<file path="config.mk">
export PLATFORM = sky130hd
export DESIGN_NAME = pc_fetch_unit
export DESIGN_NICKNAME = d
export VERILOG_FILES = /design/src/rtl/pc_fetch_unit.sv
export SDC_FILE = /design/constraint.sdc
export NUM_CORES = 1
export LEC_CHECK = 0
export BUFFER_PORTS_ARGS = -buffer_cell sky130_fd_sc_hd__buf_2
export CORE_MARGIN = 1.5
export CORE_UTILIZATION = 46
export DETAILED_ROUTE_END_ITERATION = 7
export HOLD_SLACK_MARGIN = 0.06
export PLACE_DENSITY = 0.82
export SYNTH_ARGS = -nofsm -noshare
export SYNTH_HDL_FRONTEND = slang
export SYNTH_SLANG_ARGS = --single-unit
</file>
<file path="constraint.sdc">
create_clock -name clk -period 1.8 [get_ports clk]
set_clock_uncertainty 0.15 [all_clocks]
set_input_delay 0.36 -clock clk [delete_from_list [all_inputs] [get_ports clk]]
set_output_delay 0.36 -clock clk [all_outputs]
set_load 0.005 [all_outputs]
</file>
<file path="src/rtl/pc_fetch_unit.sv">
// pc_fetch_unit
//   Program counter and instruction-fetch stage. The PC addresses a narrow
//   external bus that returns an instruction as BEATS beats of BUS_W bits,
//   MSB beat first. The assembled instruction is presented to decode/execute
//   until execute pulses step. On step, the PC advances to PC+1 or loads the
//   ALU target, as chosen by the branch unit's pc_sel.
//
// Ports
//   clk          rising-edge clock
//   reset        synchronous, active-high reset
//   pc_sel       1 = PC+1, 0 = load target (sampled on the step edge in EXEC)
//   target       jump/branch target from the ALU
//   step         execute done; commit next PC (sampled only in EXEC)
//   bus_data     fetch beat data
//   bus_valid    bus_data valid this cycle (sampled only in FETCH)
//   fetch_req    fetch in progress; addr and beat are valid
//   addr         current PC / fetch address
//   beat         index of the beat expected next, 0 = MSB beat
//   instr        assembled instruction
//   instr_valid  instr is complete and stable
module pc_fetch_unit #(
  parameter  int PC_W    = 6,
  parameter  int INSTR_W = 16,
  parameter  int BUS_W   = 8,
  localparam int BEATS   = INSTR_W / BUS_W,
  localparam int BEAT_W  = (BEATS > 2) ? $clog2(BEATS) : 1
) (
  input  logic               clk,
  input  logic               reset,
  input  logic               pc_sel,
  input  logic [PC_W-1:0]    target,
  input  logic               step,
  input  logic [BUS_W-1:0]   bus_data,
  input  logic               bus_valid,
  output logic               fetch_req,
  output logic [PC_W-1:0]    addr,
  output logic [BEAT_W-1:0]  beat,
  output logic [INSTR_W-1:0] instr,
  output logic               instr_valid
);

  typedef enum logic [1:0] {IDLE, FETCH, EXEC} state_t;

  localparam logic [BEAT_W-1:0] LAST_BEAT = BEAT_W'(BEATS - 1);

  state_t          state;
  logic [PC_W-1:0] pc;

  always_ff @(posedge clk) begin
    if (reset) begin
      state <= IDLE;
      pc    <= '0;
      beat  <= '0;
      instr <= '0;
    end else begin
      case (state)
        IDLE: state <= FETCH;
        FETCH: begin
          // Shift beats in from the LSB end so the first beat lands on top.
          if (bus_valid) begin
            instr <= {instr[INSTR_W-BUS_W-1:0], bus_data};
            if (beat == LAST_BEAT) begin
              beat  <= '0;
              state <= EXEC;
            end else begin
              beat <= beat + 1'b1;
            end
          end
        end
        EXEC: begin
          // pc+1 truncates to PC_W, so the top address wraps to 0.
          if (step) begin
            pc    <= pc_sel ? pc + 1'b1 : target;
            state <= FETCH;
          end
        end
        default: state <= IDLE;
      endcase
    end
  end

  // Moore decodes of registered state.
  assign fetch_req   = (state == FETCH);
  assign instr_valid = (state == EXEC);
  assign addr        = pc;

endmodule

</file>
=== Yosys cells after proc, flatten, opt, wreduce, memory -nomap -nowiden ===
Index checks and enable logic that the tools add are counted.
W data, S select, Z words.

* Add/sub/neg operators: 2
* Equal/unequal tests: 5
* Muxes and demuxes: 6
* Reduce and logical (&&, ||, !) cells: 4

{| class="wikitable"
|+ Operator list
! operator !! count
|-
| $add A6 B1 Y6 const B || 1
|-
| $mux W2 || 3
|-
| $mux W6 || 1
|-
| $pmux W2 S3 || 1
|-
| $ne A2 B2 Y1 const B || 2
|-
| $reduce_and A2 Y1 || 2
|-
| $reduce_and A3 Y1 || 1
|-
| $eq A2 B1 Y1 const B || 1
|-
| $eq A2 B2 Y1 const B || 1
|-
| $logic_not A2 Y1 || 1
|-
| $ne A2 B1 Y1 const B || 1
|-
| $add A1 B1 Y1 const B || 1
|-
| $mux W1 || 1
|}

* Flip-flop bits (word level): 25
* Output and inout bits: 25
* Word-level logic and storage cells: 21

=== Logic depth before layout (Yosys ltp) ===
Gate-level depths: netlist of run 1.

* Word-level depth: 3
* Gate-level depth with buffers: 5
* Mapped depth without buffers: 4

=== Least setup slack after synthesis of run 1 ===
No wires, ideal clock.

* Path type: register to register
* From: register state[1]
* To: register instr[10]
* Library setup time: 0.132 ns
* Arrival time: 1.053 ns
* Required time: 1.518 ns
* Path slack: 0.464 ns
* Cell stages (with the launch flop): 6
* Buffers on the path: 2
* Period minus slack after synthesis: 1.336 ns
* Path through: dfxtp_1 and3b_2 buf_2 buf_2 nand2_1 a21oi_1

* Longest elaborated chain between the ends: 2

{| class="wikitable"
|+ Ends and longest elaborated chain
! element !! RTL line !! RTL
|-
| from (decl) || 46 || <nowiki>state_t state;</nowiki>
|-
| from (signal assigned) || 51 || <nowiki>state <= IDLE;</nowiki>
|-
| from (signal assigned) || 57 || <nowiki>IDLE: state <= FETCH;</nowiki>
|-
| from (signal assigned) || 64 || <nowiki>state <= EXEC;</nowiki>
|-
| $eq A2 B1 Y1 || 56 || <nowiki>case (state)</nowiki>
|-
| $reduce_and A2 Y1 (no line) || -- ||
|-
| to (signal assigned) || 61 || <nowiki>instr <= {instr[INSTR_W-BUS_W-1:0], bus_data};</nowiki>
|-
| to (decl) || 38 || <nowiki>output logic [INSTR_W-1:0] instr,</nowiki>
|}

No other way between the ends.
A chain may end at the register's enable or synchronous reset.

=== Worst setup path in the final report of run 1 ===
* From: register state[1]
* To: output port instr_valid

* Longest elaborated chain between the ends: 1

{| class="wikitable"
|+ Ends and longest elaborated chain
! element !! RTL line !! RTL
|-
| $eq A2 B2 Y1 || 84 || <nowiki>assign instr_valid = (state == EXEC);</nowiki>
|-
| to (decl) || 39 || <nowiki>output logic instr_valid</nowiki>
|}

No other way between the ends.

==> impl_metrics.csv, run 1 <==
group,metric,value,unit
outcome,status,"complete, no violations",
routing,dr.pass1.iters,4,
routing,wl_per_cell,11.16,um
clock_network,clock_sinks,25,
grt,grt_pass1_wl,3.643,mm
clock_network,cts_setup_buffers,0,
sta,setup_viol_count_final,0,
setup_path,crit_chain,"nor2b_1 -> buf_2",
synthesis,synth_flop_cell,"dfxtp_1",
placed_design,port_buffers,43,
floorplan,start_util,0.4849,
synthesis,yosys_register_bits,25,
sta,rsz0062_at_grt,"false",
sta,tightest_slew,562.1,ps
placed_design,preCtsSetupSlack,318.5,ps
synthesis,syn_nets,151,
setup_path,crit_arrival,1170,ps
cells_and_area,drive_gt1_frac,0.2924,
setup_path,regToRegSetupSlack,300,ps
synthesis,yosysWarnings,0,
min_path,hold_path.class,"in2reg",
setup_path,required,1290,ps
clock_network,numCtsBuffers,3,
sta,maxClockFrequency,594.3,MHz
synthesis,synth_area,0.001062,mm2
cells_and_area,area_growth,23.79,%
power,power,943.0,uW
floorplan,ios,44,
routing,drt_iter0_drc,14,
cells_and_area,antennaDiodeCount,0,
clock_network,worst_skew_pair.late_latency,310,ps
clock_network,cts_root_buffer,"clkbuf_4",
floorplan,die_area,0.002607,mm2
floorplan,fp.dieH,51.06,um
synthesis,ys_types,28,
placed_design,hpwl,1.671,mm
grt,grt_max_degree,21,
setup_path,cp_slowest_cell,"dfxtp_1",
routing,drc,0,
floorplan,core_area,0.002191,mm2
grt,grt.overflow.total,0,
routing,viasPerCell,5.141,
cells_and_area,fin_cells,199,
clock_network,ctsHoldBuffers,0,
routing,vias,1023,
setup_path,critPathMaxStageDelay,490,ps
power,leakagePower,0.5964,nW
setup_path,critPathKind,"reg2out",
sta,fin_hold_ws,110.3,ps
synthesis,syn_area_per_cell,8.109,um2
cells_and_area,final_nets,192,
synthesis,postSynthCellCount,131,
sta,fin_setup_tns,0,ps
synthesis,synth_top_area_cell,"dfxtp_1",
clock_network,cts_resized,0,
synthesis,ys_seq_area_frac,0.4711,
setup_path,startpoint_type,"flop",
cells_and_area,fillCellCount,221,
routing,ant_nets,0,
sta,finalWorstSetupSlack,117.5,ps
setup_path,crit_fanout,7,
setup_path,critPathCaptureType,"primary output",
sta,fin_crit_sh,0.9347,
run,maxCapViolCount,0,
sta,hold_viol_final,0,
sta,maxSlewViolCount,0,
routing,wirelength,2.220,mm
setup_path,critPathBufInv,1,
sta,relSlewSlack,0.6241,
placed_design,dp_cells,195,
clock_network,cts_tree,"yes",
grt,antenna_found_initial,0,
synthesis,synthArstFlopShare,0,
floorplan,die_x,51.06,um
synthesis,ys_top_cells_by_area,"dfxtp_1 47%, nand2_1 12%, a21oi_1 9.4%",
synthesis,synth_edf_count,0,
synthesis,synth_top_area_frac,0.4711,
placed_design,gp_congestion,0.7620,
sta,fin_crit,1683,ps
setup_path,crit_family,"flip-flops",
grt,grt_use_total,0.1822,
clock_network,h-tree-depth,1,
grt,grt_pass1_vias,877,
floorplan,rows,17,
power,p_per_area,717.1,mW/mm2
power,ir_worst_vdd,502.9,uV
clock_network,cts_buffer_depth,2,
clock_network,clk_pin_slew,140,ps
## flip-flops by register name, summed over array words and instances, names as in the netlist
name	cells
beat	1
instr	16
addr	6
state	2
## cells by family after synthesis
family                   after synthesis  share of synthesized area
flip-flops                            25                     0.4711
AND/OR/NAND/NOR                       55                     0.2521
adder cells (fa/ha/maj)                1                    0.01178
multiplexers                           2                    0.01885
buffers and inverters                 13                    0.05065
AO/OA/AOI/OAI                         34                     0.1873
XOR/XNOR                               1                   0.008247
## synth_stat cells, types with 3 or more instances
cell type  instances
nand2b_1           3
a21oi_1           20
clkbuf_1           4
nand2_1           34
nor2_1             5
nor2b_1            4
buf_2              4
o21ai_0            3
inv_1              5
dfxtp_1           25
nand3_1            3
## worst min-delay path, cell delays in order
cell     delay [ps]
buf_2            90
nand2_1          40
a21oi_1          50
## where the power goes
part           internal (mW)  total [mW]  switching [mW]
Sequential             0.570       0.585          0.0143
Clock                 0.0846       0.255           0.170
Combinational         0.0477       0.103          0.0554
Total                  0.703       0.943           0.240
## layout by cell type, fill, tap and decap left out, types with 2 or more instances in the layout
master / instances
a221oi_1: 2
buf_2: 43
nor2b_1: 4
a31oi_1: 2
dfxtp_1: 25
inv_1: 5
nand2_1: 34
clkbuf_4: 3
o21ai_0: 3
nor2_1: 5
nand2b_1: 3
nand3_1: 3
mux2i_1: 2
a21oi_1: 20
and3b_1: 2
## worst paths after layout
check / from / end / depth (start not counted)
setup / recovery: state[1] / instr_valid / 2
hold / removal: bus_data[4] / instr[4] / 3
setup reg to reg: state[1] / addr[0] / 3
hold reg to reg: instr[14] / instr[14] / 2
## metrics by stage
| stage | utilization | area (um2) |
|---|---|---|
| 4_1_cts | 0.6002 | 1315 |
| 3_3_place_gp | 0.5865 | 1285 |
| 5_1_grt | 0.6002 | 1315 |
| 6_report | 0.6002 | 1315 |
| 2_1_floorplan | - | 1062 |
| 3_5_place_dp | 0.5865 | 1285 |
## cell type report
| cell class | instances | area (um2) | area share |
|---|---|---|---|
| clock buffer | 3 | 22.52 | 0.01713 |
| clock inverter | 1 | 7.507 | 0.005709 |
| inverter | 5 | 18.77 | 0.01427 |
| timing repair buffer | 44 | 222.7 | 0.1694 |
| multi-input combinational | 93 | 508.0 | 0.3863 |
| tap | 28 | 35.03 | 0.02664 |
| sequential | 25 | 500.5 | 0.3806 |
## layer usage
layer	part of all wire	routed length [um]	track usage
met5	0	0	0
met4	0.0086	19	0.08108
met3	0.040	89	0.02924
met2	0.49	1093	0.3095
met1	0.46	1018	0.2259
Note: power is estimated with default switching activity, not from simulation.
==> run 2: changes to the inputs <==
==> constraint.sdc (replaced) <==
create_clock -name clk -period 1.8 [get_ports clk]
set_clock_uncertainty 0.15 [all_clocks]
set_input_delay 0.36 -clock clk [delete_from_list [all_inputs] [get_ports clk]]
set_output_delay 0.36 -clock clk [all_outputs]
set_load 0.05 [all_outputs]
==> impl_metrics.csv, run 2 (synthesis gave the netlist of run 1 again) <==
group,metric,value,unit
outcome,status,"complete, no violations",
clock_network,worst_skew_pair.late_latency,320,ps
power,leakagePower,0.6006,nW
floorplan,rows,17,
power,p_int,701.9,uW
grt,grt_pass1_wl,3.919,mm
sta,fin_crit_sh,0.9521,
floorplan,fp.dieH,51.06,um
grt,antenna_found_initial,0,
routing,drt_iter0_drc,15,
power,p_per_area,758.5,mW/mm2
setup_path,crit_arrival,1200,ps
grt,grt.overflow.total,0,
setup_path,r2r-end,"instr[7]",
power,switching_share,0.2957,
routing,dr.pass1.iters,6,
power,switchingPower,294.6,uW
setup_path,crit_start,"state[1]",
cells_and_area,top_register,"instr",
setup_path,crit_fanout,7,
setup_path,ff2ff_path_depth,3,
sta,fin_crit,1714,ps
sta,fin_hold_ws,103.1,ps
sta,tightest_slew,608.2,ps
placed_design,hpwl,1.700,mm
power,pwr-share-clk,0.251,
cells_and_area,antennaDiodeCount,0,
clock_network,clk_pin_slew,140,ps
floorplan,start_util,0.4849,
grt,grt_use_total,0.1963,
sta,hold_viol_final,0,
clock_network,cts_buffer_depth,2,
setup_path,crit_end,"instr_valid",
routing,viasPerCell,5.146,
sta,maxClockFrequency,583.5,MHz
routing,wl_per_cell,11.58,um
routing,vias,1024,
cells_and_area,drive_gt1_frac,0.2982,
cells_and_area,final_cell_mix,"43 x buf_2, 34 x nand2_1, 24 x dfxtp_1",
grt,grt_pass1_vias,902,
placed_design,gp_congestion,0.7600,
clock_network,h-tree-depth,1,
cells_and_area,utilization,0.5997,
sta,relSlewSlack,0.5933,
cells_and_area,largest_reg_flops,16,
placed_design,port_buffers,43,
floorplan,die_area,0.002607,mm2
floorplan,die_x,51.06,um
setup_path,r2r-start,"state[0]",
setup_path,startpoint_type,"flop",
setup_path,required,1290,ps
sta,rsz0062_at_grt,"false",
clock_network,clock_sinks,25,
setup_path,critPathCaptureType,"primary output",
setup_path,critPathKind,"reg2out",
sta,setup_viol_count_final,0,
setup_path,regToRegSetupSlack,340,ps
routing,drc,0,
grt,grt_max_degree,21,
floorplan,core_area,0.002191,mm2
sta,fin_setup_tns,0,ps
clock_network,ctsHoldBuffers,0,
sta,maxSlewViolCount,0,
routing,ant_nets,0,
clock_network,numCtsBuffers,3,
floorplan,ios,44,
power,seqPwrFrac,0.587,
routing,wirelength,2.305,mm
run,maxCapViolCount,0,
cells_and_area,layout_commonest_cell,"buf_2",
min_path,hold_path.class,"in2reg",
clock_network,cts_tree,"yes",
cells_and_area,final_nets,192,
power,ir_worst_vdd,566.2,uV
clock_network,cts_root_buffer,"clkbuf_4",
min_path,worstHoldPathCells,3,
power,comb_power_share,0.162,
cells_and_area,area_growth,23.67,%
-- run 2: cell count changes in the layout (fill, tap and decap cells not counted) --
| cell | previous run | this run |
|---|---|---|
| clkinv_2 | 0 | 1 |
| dfxtp_1 | 25 | 24 |
| clkinvlp_4 | 1 | 0 |
| dfxtp_2 | 0 | 1 |
-- run 2: routing by layer --
layer	GRT usage	wire length, um	part of all wire
met4	0.09910	30	0.013
met3	0.04386	127	0.055
met1	0.2472	1057	0.46
met2	0.3139	1089	0.47
met5	0	0	0
-- run 2: power groups by stage --
| stage | sequential (mW) | clock, mW | combinational (mW) |
|---|---|---|---|
| 5_1_grt | 0.588 | 0.276 | 0.176 |
| 3_3_place_gp | 0.596 | 0 | 0.158 |
| 3_5_place_dp | 0.597 | 0 | 0.162 |
| 6_report | 0.585 | 0.250 | 0.162 |
| 4_1_cts | 0.584 | 0.253 | 0.162 |
| 2_1_floorplan | 0.646 | 0 | 0.0643 |
-- run 2: layout make-up --
cell class	count	area (um2)
Inverter	5	18.77
Timing Repair Buffer	44	222.7
Multi-Input combinational cell	93	508.0
Clock buffer	3	22.52
Fill cell	219	877.1
Tap cell	28	35.03
Sequential cell	25	501.7
Clock inverter	1	5.005
-- run 2: how the worst min path moves through the flow --
stage / to / slack, ps / start
floorplan: instr[0] / 350 / bus_data[0]
global placement: instr[11] / 290 / instr[11]
detailed placement: instr[12] / 300 / instr[12]
CTS: instr[0] / 100 / bus_data[0]
global route: instr[5] / 100 / bus_data[5]
finish: instr[0] / 100 / bus_data[0]
-- run 2: timing repair --
action / in CTS / in global routing
setup endpoints to repair: 0 / 1
gates resized for setup: 0 / 1
setup buffers: 0 / 0
-- run 2: per-stage QoR --
| stage | power [mW] | worst slack, ps | instances | instance area [um2] |
|---|---|---|---|---|
| after CTS | 0.9994 | 0.2732 | 199 | 1313 |
| after floorplan | 0.7108 | 76.68 | 131 | 1062 |
| final | 0.9965 | 86.30 | 199 | 1314 |
| after detailed placement | 0.7585 | 306.3 | 195 | 1285 |
| after global routing | 1.039 | 3.616 | 199 | 1314 |
| after global placement | 0.7541 | 361.6 | 195 | 1285 |
-- run 2: worst max-delay path, cell delays in order (launching register included) --
cell,delay [ps]
dfxtp_2,420
nor2b_1,190
buf_2,290
==> run 3: changes to the inputs <==
- SETUP_SLACK_MARGIN: unset -> 0.2
==> impl_metrics.csv, run 3 (synthesis gave the netlist of run 1 again) <==
group,metric,value,unit
setup_path,critPathKind,"reg2out",
floorplan,fp.dieH,51.06,um
routing,wl_per_cell,12.27,um
routing,vias,1045,
routing,viasPerCell,5.199,
setup_path,required,1290,ps
power,ir_worst_vdd,486.4,uV
placed_design,gp_congestion,0.8315,
setup_path,critPathCaptureType,"primary output",
clock_network,cts_root_buffer,"clkbuf_4",
grt,grt_pass1_wl,4.071,mm
setup_path,crit_arrival,1060,ps
cells_and_area,final_cell_mix,"41 x buf_2, 34 x nand2_1, 20 x a21oi_1",
sta,setup_viol_count_final,0,
sta,maxSlewViolCount,0,
floorplan,die_x,51.06,um
placed_design,hpwl,1.795,mm
setup_path,crit_fanout,7,
outcome,status,"complete, no violations",
clock_network,cts_tree,"yes",
routing,wirelength,2.466,mm
grt,grt.overflow.total,0,
floorplan,core_area,0.002191,mm2
cells_and_area,largest_reg_flops,16,
sta,rsz0062_at_grt,"true",
sta,maxClockFrequency,637.0,MHz
floorplan,die_area,0.002607,mm2
setup_path,cp_slowest_cell,"dfxtp_4",
cells_and_area,area_growth,28.62,%
sta,tightest_slew,322.6,ps
routing,ant_nets,0,
cells_and_area,final_nets,194,
clock_network,worst_skew_pair.late_latency,330,ps
placed_design,port_buffers,43,
cells_and_area,top_register,"instr",
routing,drc,0,
grt,grt_pass1_vias,959,
grt,grt_max_degree,19,
setup_path,crit_start,"state[0]",
cells_and_area,fillCellCount,205,
clock_network,numCtsBuffers,3,
grt,antenna_found_initial,0,
cells_and_area,drive_gt1_frac,0.3584,
routing,drt_iter0_drc,23,
sta,fin_setup_tns,0,ps
sta,fin_crit_sh,0.8721,
setup_path,crit_chain,"inv_2 -> nor2_2 -> buf_6",
min_path,hold_path.class,"in2reg",
setup_path,critPathMaxStageDelay,410,ps
clock_network,h-tree-depth,1,
power,leakagePower,0.6113,nW
sta,relSlewSlack,0.7849,
grt,grt_use_total,0.2073,
min_path,hold_start,"bus_data[3]",
power,p_per_area,743.9,mW/mm2
sta,hold_viol_final,0,
sta,fin_crit,1570,ps
cells_and_area,utilization,0.6236,
floorplan,rows,17,
run,maxCapViolCount,0,
floorplan,start_util,0.4849,
clock_network,cts_buffer_depth,2,
routing,dr.pass1.iters,4,
clock_network,clock_sinks,25,
setup_path,r2r-start,"state[1]",
cells_and_area,layout_commonest_cell,"buf_2",
cells_and_area,antennaDiodeCount,0,
setup_path,startpoint_type,"flop",
clock_network,ctsHoldBuffers,0,
floorplan,ios,44,
clock_network,clk_pin_slew,150,ps
-- run 3: cell types whose count changed in the layout (fill, tap and decap cells not counted), sizes merged --
cell	delta
buf	+2
clkinvlp	+1
clkinv	-1
-- run 3: worst paths after layout --
check,endpoint,depth (start not counted),slack [ps]
hold / removal,instr[3],3,90
setup reg to reg,addr[5],4,310
hold reg to reg,instr[15],2,310
setup / recovery,fetch_req,3,230
-- run 3: final cells by class --
| type | count | area (um2) | area share |
|---|---|---|---|
| Clock inverter | 1 | 7.507 | 0.005495 |
| Multi-Input combinational cell | 93 | 518.0 | 0.3791 |
| Timing Repair Buffer | 46 | 250.2 | 0.1832 |
| Tap cell | 28 | 35.03 | 0.02564 |
| Sequential cell | 25 | 514.2 | 0.3764 |
| Inverter | 5 | 18.77 | 0.01374 |
| Clock buffer | 3 | 22.52 | 0.01648 |
-- run 3: power breakdown --
group	internal [mW]	total [mW]	leakage [nW]	switching (mW)
clock network	0.0852	0.263	0.0139	0.177
registers	0.569	0.584	0.207	0.0146
logic	0.0542	0.170	0.391	0.116
-- run 3: worst max-delay path, delay by kind of cell, from the launching register on --
kind	cells	cell delay, ps
buffers and inverters	2	220
DFF	1	410
and+or+nand+nor	1	120
-- run 3: timing repair --
item	CTS	global route
gates resized for setup	5	5
setup endpoints to repair	2	2
setup buffers	0	1
pin swaps	0	1
-- run 3: through the flow --
stage          area, um2  worst slack (ps)  power, mW  hold slack (ps)  std cells
2_1_floorplan       1074             292.6     0.7118            346.0        131
3_3_place_gp        1304             370.5     0.7569            291.5        196
3_5_place_dp        1304             308.3     0.7616            293.7        196
4_1_cts             1344             173.2      1.017            88.05        200
5_1_grt             1366             169.0      1.058            90.95        201
6_report            1366             230.2      1.016            87.82        201
-- run 3: per-layer routing --
| layer | part of all wire | wire [um] | vias to the layer above | global-route usage |
|---|---|---|---|---|
| li1 | - | - | 532 | - |
| met1 | 0.44 | 1090 | 477 | 0.2584 |
| met2 | 0.49 | 1217 | 29 | 0.3442 |
| met4 | 0.021 | 51 | 0 | 0.1126 |
| met5 | 0 | 0 | - | 0 |
| met3 | 0.043 | 107 | 7 | 0.02924 |
